File: src/rtl/pipeline_ctrl_pkg.sv
`default_nettype none
// ============================================================================
// Module      : pipeline_ctrl_pkg
// Description : Shared types and constants for the pipeline hazard/flow
//               controller.
// Revision    : 1.0 - initial release
// ============================================================================
package pipeline_ctrl_pkg;

   // Controller FSM: normal issue, draining towards a halt, and halted.
   typedef enum logic [1:0] {
      RUN    = 2'd0,
      DRAIN  = 2'd1,
      HALTED = 2'd2
   } ctrl_state_t;

   // Register tag 0 is hard-wired zero and never creates a dependency.
   localparam int unsigned TAG_ZERO = 0;

endpackage
`default_nettype wire

File: src/rtl/pipeline_ctrl_load_use_detect.sv
`default_nettype none
// ============================================================================
// Module      : load_use_detect
// Description : Combinational load-use hazard detector. Flags an ID-stage
//               instruction that reads the destination of a load in EX.
// Revision    : 1.0 - initial release
// ============================================================================
module load_use_detect
   import pipeline_ctrl_pkg::*;
#(
   parameter int TAG_WIDTH = 5
) (
   input  logic                 id_valid_i,
   input  logic [TAG_WIDTH-1:0] id_rs1_i,
   input  logic [TAG_WIDTH-1:0] id_rs2_i,
   input  logic                 id_uses_rs1_i,
   input  logic                 id_uses_rs2_i,
   input  logic                 ex_valid_i,
   input  logic [TAG_WIDTH-1:0] ex_tag_i,
   input  logic                 ex_is_load_i,
   output logic                 hazard_o
);

   logic w_rs1_match;
   logic w_rs2_match;
   logic w_ex_writes;

   // A source only matters if the instruction actually reads it.
   assign w_rs1_match = id_uses_rs1_i & (id_rs1_i == ex_tag_i);
   assign w_rs2_match = id_uses_rs2_i & (id_rs2_i == ex_tag_i);

   // Loads to the zero register produce nothing to wait for.
   assign w_ex_writes = ex_valid_i & ex_is_load_i &
                        (ex_tag_i != TAG_WIDTH'(TAG_ZERO));

   assign hazard_o = id_valid_i & w_ex_writes & (w_rs1_match | w_rs2_match);

endmodule
`default_nettype wire

File: src/rtl/pipeline_ctrl.sv
`default_nettype none
// ============================================================================
// Module      : pipeline_ctrl
// Description : Central hazard and flow controller for the 5-stage pipeline.
//               Generates stall/flush/halt controls for the pipeline
//               registers, tracks deferred branch flushes across memory
//               stalls, sequences the halt drain and counts stall/flush events.
// Revision    : 1.0 - initial release
// ============================================================================
module pipeline_ctrl
   import pipeline_ctrl_pkg::*;
#(
   parameter int tag_width = 5,
   parameter int cnt_width = 32
) (
   input  logic                 clk,
   input  logic                 reset,
   input  logic                 enable,
   input  logic                 id_valid,
   input  logic [tag_width-1:0] id_rs1,
   input  logic [tag_width-1:0] id_rs2,
   input  logic                 id_uses_rs1,
   input  logic                 id_uses_rs2,
   input  logic                 id_is_halt,
   input  logic                 ex_valid,
   input  logic [tag_width-1:0] ex_tag,
   input  logic                 ex_is_load,
   input  logic                 branch_taken,
   input  logic                 mem_busy,
   input  logic                 wb_valid,
   input  logic                 wb_is_halt,
   output logic                 pc_stall,
   output logic                 if_id_stall,
   output logic                 if_id_flush,
   output logic                 id_ex_stall,
   output logic                 id_ex_flush,
   output logic                 ex_mem_stall,
   output logic                 mem_wb_stall,
   output logic                 halt,
   output logic [cnt_width-1:0] stall_count,
   output logic [cnt_width-1:0] flush_count
);

   ctrl_state_t          state_q, state_d;
   logic                 flush_pending_q, flush_pending_d;
   logic [cnt_width-1:0] stall_count_q, stall_count_d;
   logic [cnt_width-1:0] flush_count_q, flush_count_d;

   logic w_hazard;
   logic w_flush_cond;
   logic w_halted;
   logic w_flush_apply;
   logic w_lu_apply;

   load_use_detect #(
      .TAG_WIDTH (tag_width)
   ) u_load_use_detect (
      .id_valid_i    (id_valid),
      .id_rs1_i      (id_rs1),
      .id_rs2_i      (id_rs2),
      .id_uses_rs1_i (id_uses_rs1),
      .id_uses_rs2_i (id_uses_rs2),
      .ex_valid_i    (ex_valid),
      .ex_tag_i      (ex_tag),
      .ex_is_load_i  (ex_is_load),
      .hazard_o      (w_hazard)
   );

   // A flush is wanted for a live taken branch or one deferred by mem_busy.
   assign w_flush_cond  = (ex_valid & branch_taken) | flush_pending_q;
   assign w_halted      = (state_q == HALTED);
   // Priority: HALTED > mem_busy > flush > load-use.
   assign w_flush_apply = ~w_halted & ~mem_busy & w_flush_cond;
   assign w_lu_apply    = ~w_halted & ~mem_busy & ~w_flush_cond & w_hazard;

   // Control outputs, next FSM state, pending flag and counter updates.
   always_comb begin
      pc_stall        = 1'b0;
      if_id_stall     = 1'b0;
      if_id_flush     = 1'b0;
      id_ex_stall     = 1'b0;
      id_ex_flush     = 1'b0;
      ex_mem_stall    = 1'b0;
      mem_wb_stall    = 1'b0;
      halt            = 1'b0;
      state_d         = state_q;
      flush_pending_d = flush_pending_q;
      stall_count_d   = stall_count_q;
      flush_count_d   = flush_count_q;

      if (w_halted) begin
         halt     = 1'b1;
         pc_stall = 1'b1;
      end else if (mem_busy) begin
         // Flush is deliberately held off: a stall would mask it anyway.
         pc_stall     = 1'b1;
         if_id_stall  = 1'b1;
         id_ex_stall  = 1'b1;
         ex_mem_stall = 1'b1;
         mem_wb_stall = 1'b1;
      end else if (w_flush_cond) begin
         if_id_flush = 1'b1;
         id_ex_flush = 1'b1;
      end else if (w_hazard) begin
         pc_stall    = 1'b1;
         if_id_stall = 1'b1;
         id_ex_flush = 1'b1;
      end

      // While draining, keep the front end closed unless everything is stalled.
      if (state_q == DRAIN && !mem_busy) begin
         pc_stall    = 1'b1;
         if_id_flush = 1'b1;
      end

      case (state_q)
         RUN: begin
            if (id_valid && id_is_halt && !mem_busy && !w_flush_cond && !w_hazard)
               state_d = DRAIN;
         end
         DRAIN: begin
            if (wb_valid && wb_is_halt)
               state_d = HALTED;
         end
         HALTED:  state_d = HALTED;
         default: state_d = RUN;
      endcase

      if (w_halted)
         flush_pending_d = 1'b0;
      else if (mem_busy)
         flush_pending_d = w_flush_cond;
      else
         flush_pending_d = 1'b0;

      if ((~w_halted & mem_busy) | w_lu_apply)
         stall_count_d = stall_count_q + cnt_width'(1);
      if (w_flush_apply)
         flush_count_d = flush_count_q + cnt_width'(1);
   end

   // State register; reset wins over enable, enable low freezes all state.
   always_ff @(posedge clk) begin
      if (reset) begin
         state_q         <= RUN;
         flush_pending_q <= 1'b0;
         stall_count_q   <= '0;
         flush_count_q   <= '0;
      end else if (enable) begin
         state_q         <= state_d;
         flush_pending_q <= flush_pending_d;
         stall_count_q   <= stall_count_d;
         flush_count_q   <= flush_count_d;
      end
   end

   assign stall_count = stall_count_q;
   assign flush_count = flush_count_q;

endmodule
`default_nettype wire

File: config.mk
export PLATFORM = sky130hd
export DESIGN_NAME = pipeline_ctrl
export DESIGN_NICKNAME = d
export VERILOG_FILES = /design/src/rtl/pipeline_ctrl_pkg.sv /design/src/rtl/pipeline_ctrl_load_use_detect.sv /design/src/rtl/pipeline_ctrl.sv
export SDC_FILE = /design/constraint.sdc
export NUM_CORES = 1
export LEC_CHECK = 0
export CAP_MARGIN = 20
export CELL_PAD_IN_SITES_DETAIL_PLACEMENT = 1
export CELL_PAD_IN_SITES_GLOBAL_PLACEMENT = 1
export CORE_MARGIN = 5
export CORE_UTILIZATION = 35
export DETAILED_ROUTE_END_ITERATION = 8
export PLACE_DENSITY = 0.77
export SYNTH_ARGS = -nofsm -noshare
export SYNTH_HDL_FRONTEND = slang
export SYNTH_SLANG_ARGS = --single-unit
File: constraint.sdc
create_clock -name clk -period 2.7 [get_ports clk]
set_clock_uncertainty 0.1 [all_clocks]
set_input_delay 0.27 -clock clk [delete_from_list [all_inputs] [get_ports clk]]
set_output_delay 0.27 -clock clk [all_outputs]
set_load 0.05 [all_outputs]
==> results.py <==
metrics = {
    "routing": {
        "routed_wl_mm": 10.7,
        "drt_first_pass_iters": 4,
        "drc_errors": 0,
        "vias_per_cell": 5.26,
        "num_vias": 3487,
        "detail-route-antenna-nets": 0,
        "wl_per_cell_um": 16.2,
        "dr.first_iter.drc_count": 91,
    },
    "synth": {
        "synth_edf_count": 0,
        "ys_ff_latch": 67,
        "synthesis.area_mm2": 0.00354,
        "synthArstFlopShare_pct": 0,
        "syn_avg_cell_area_um2": 8.43,
        "syn_inst": 420,
        "synth.top_cell.area_share_pct": 37.9,
        "syn-num-nets": 453,
        "synth_cell_types": 46,
        "ys.flop_type": "dfxtp_1",
        "yosysWarnings": 0,
        "yosysSeqAreaShare_pct": 37.9,
        "synth_area_leaders": "dfxtp_1 38%, xnor2_1 6.2%, nor2_1 5.0%",
        "yosysTopAreaCell": "dfxtp_1",
    },
    "power": {
        "switching_share_pct": 26.2,
        "intPower_mw": 1.51,
        "power_switching_mw": 0.536,
        "p_leak_nw": 1.64,
        "power_frac_comb_pct": 9.6,
        "vdd_ir_drop_max_uv": 210,
        "power_density_mw_per_mm2": 414,
        "power_mw": 2.05,
        "pwr-share-clk_pct": 41.7,
        "seqPwrFrac_pct": 48.7,
    },
    "critical_path": {
        "slowest_delay_ps": 630,
        "crit_fanout": 8,
        "required_ps": 2820,
        "endpoint_kind": "register",
        "cp-start-kind": "register",
        "ff2ff_setup_slack_ps": 220,
        "path_cells": "inv_1, ha_2, nor3b_4, nand4_4, or4_4, nor4_2, xnor2_1, nor2_1",
        "critPathBufInv": 1,
        "critPathKind": "register to register",
        "arrival_ps": 2610,
        "path_delay_family": "simple AND/OR/NAND/NOR gates",
        "cp_slowest_cell": "or4_4",
    },
    "clock_tree": {
        "clk_pin_slew_ps": 90,
        "htreeDepth": 3,
        "cts_made_buffers": 9,
        "cts_root_buf": "clkbuf_8",
        "cts_tree": "done",
        "clock_latency_ps": 350,
        "cts.path.max_buffers": 2,
        "post-cts-setup-buffers": 0,
        "cts.sinks": 67,
    },
    "cells_and_area": {
        "fillCellCount": 1195,
        "layout-drive-gt1-share_pct": 10.9,
        "syn2layout_area_growth_pct": 39.8,
        "antenna_cells": 0,
        "ff_latch_area_mm2": 0.00134,
        "fin_util_pct": 50.4,
        "nNetsFinal": 558,
        "multi_input_area_mm2": 0.00208,
    },
    "timing": {
        "hold_viol": 0,
        "period_share_pct": 92.0,
        "slew_headroom_pct": 38.6,
        "fmax_mhz": 403,
        "finalSetupViolations": 0,
        "period_minus_slack_ps": 2480,
        "rsz0062_at_grt": "no",
        "tns_ps": 0,
        "slew_viol_final": 0,
        "worstMarginPinSlew_ps": 921,
    },
    "place": {
        "io_buffers": 99,
        "gp_congestion": 0.794,
        "dp_hpwl_mm": 8.02,
    },
    "outcome": {
        "status": "completed",
    },
    "global_route": {
        "antenna_found_initial": 0,
        "overflow": 0,
        "track_usage_pct": 17.4,
        "grt_pass1_vias": 3590,
        "grt_pass1_wl_mm": 18.0,
        "grt_max_degree": 53,
    },
    "floorplan": {
        "die_area_mm2": 0.0122,
        "start_util_pct": 36.0,
        "die_y_um": 111,
        "fp.dieW_um": 111,
        "core-area_mm2": 0.00982,
        "io_pins": 100,
        "rows": 36,
    },
    "worst_hold_path": {
        "hold_path_class": "register to register",
    },
    "job": {
        "max_cap_viol_count": 0,
    },
}
## kinds of logic after synthesis
kind of cell               share of synthesized area, %
xor gates and xnor gates                           10.4
AOI/OAI and AO/OA                                  11.7
adders and majority gates                          1.77
muxes                                              1.48
and+or+nand+nor                                    32.8
buffers and inverters                              3.92
DFF                                                37.9
## power by group through the flow
stage | logic, mW | clock network (mW) | registers (mW)
floorplan | 0.0971 | 0 | 1.03
CTS | 0.198 | 0.880 | 0.997
global placement | 0.194 | 0 | 1.02
global route | 0.210 | 0.927 | 0.998
detailed placement | 0.197 | 0 | 1.02
finish | 0.196 | 0.854 | 0.997
## per-layer routing
layer	track usage [%]	vias to the layer above	wire, µm
li1	-	1703	-
met1	21.0	1711	4880
met2	31.3	66	5420
met3	4.05	7	335
met4	3.94	0	75
met5	0	-	0
## repair_timing
action                     in CTS  in global routing
hold buffers                    0                  0
setup endpoints to repair       0                  7
gates resized for setup         0                  3
## path summary, 6_finish.rpt
path,cells past startpoint,startpoint,end
worst min-delay path,2,stall_count[7]$_SDFFE_PP0P_,stall_count[7]$_SDFFE_PP0P_
worst max-delay path,8,state_q[0]$_SDFFE_PP0P_,flush_count[21]$_SDFFE_PP0P_
worst min register to register,2,stall_count[7]$_SDFFE_PP0P_,stall_count[7]$_SDFFE_PP0P_
worst max register to register,8,state_q[0]$_SDFFE_PP0P_,flush_count[21]$_SDFFE_PP0P_
## cell type report
type	instances	share of cell area, %
Sequential cell	67	27.1
Inverter	12	0.910
Clock buffer	9	2.50
Tap cell	133	3.36
Timing Repair Buffer	112	22.5
Multi-Input combinational cell	323	42.0
Clock inverter	7	1.54
## Yosys cell counts, types with 4 or more instances
cell,n
clkbuf_1,11
nor4_2,4
nand4_1,12
nand2_1,31
and2_1,9
nor2b_1,9
and4_1,8
xnor2_1,25
a21oi_1,27
ha_1,5
inv_1,12
dfxtp_1,67
or3_1,16
o21ai_0,17
or4_1,12
nor3_1,10
xor2_1,17
o31ai_1,10
nand3_1,26
nor2_1,47
and3_1,8
## flip-flops by register name, indices dropped and copies added (netlist names)
signal / count
flush_count: 32
flush_pending_q: 1
state_q: 2
stall_count: 32
## cell usage in the layout (no fill, tap or decap), drive strengths merged, types with 10 or more instances in the layout
cell / count
clkdlybuf4s50: 91
dfxtp: 67
nor2: 47
nand2: 31
a21oi: 27
nand3: 26
xnor2: 25
buf: 21
o21ai: 17
xor2: 17
or3: 16
inv: 13
nand4: 13
or4: 13
nor3: 13
o31ai: 10
## worst register-to-register path, delay by kind of cell (launching register included)
family | cells | cell delay (ps)
buffers and inverters | 1 | 80
flip-flops | 1 | 370
XOR/XNOR | 1 | 160
AND/OR/NAND/NOR | 5 | 1390
adder cells (fa/ha/maj) | 1 | 270
## per-stage QoR
stage               std cells  hold slack [ps]  instance area (µm²)  setup slack (ps)
floorplan                 420              369                 3550               102
global placement          647              362                 4740              51.7
detailed placement        647              388                 4740              23.9
CTS                       663              402                 4940              86.8
global route              663              416                 4950              66.5
finish                    663              398                 4950               217
No activity file was read; power rests on OpenSTA's default activity.
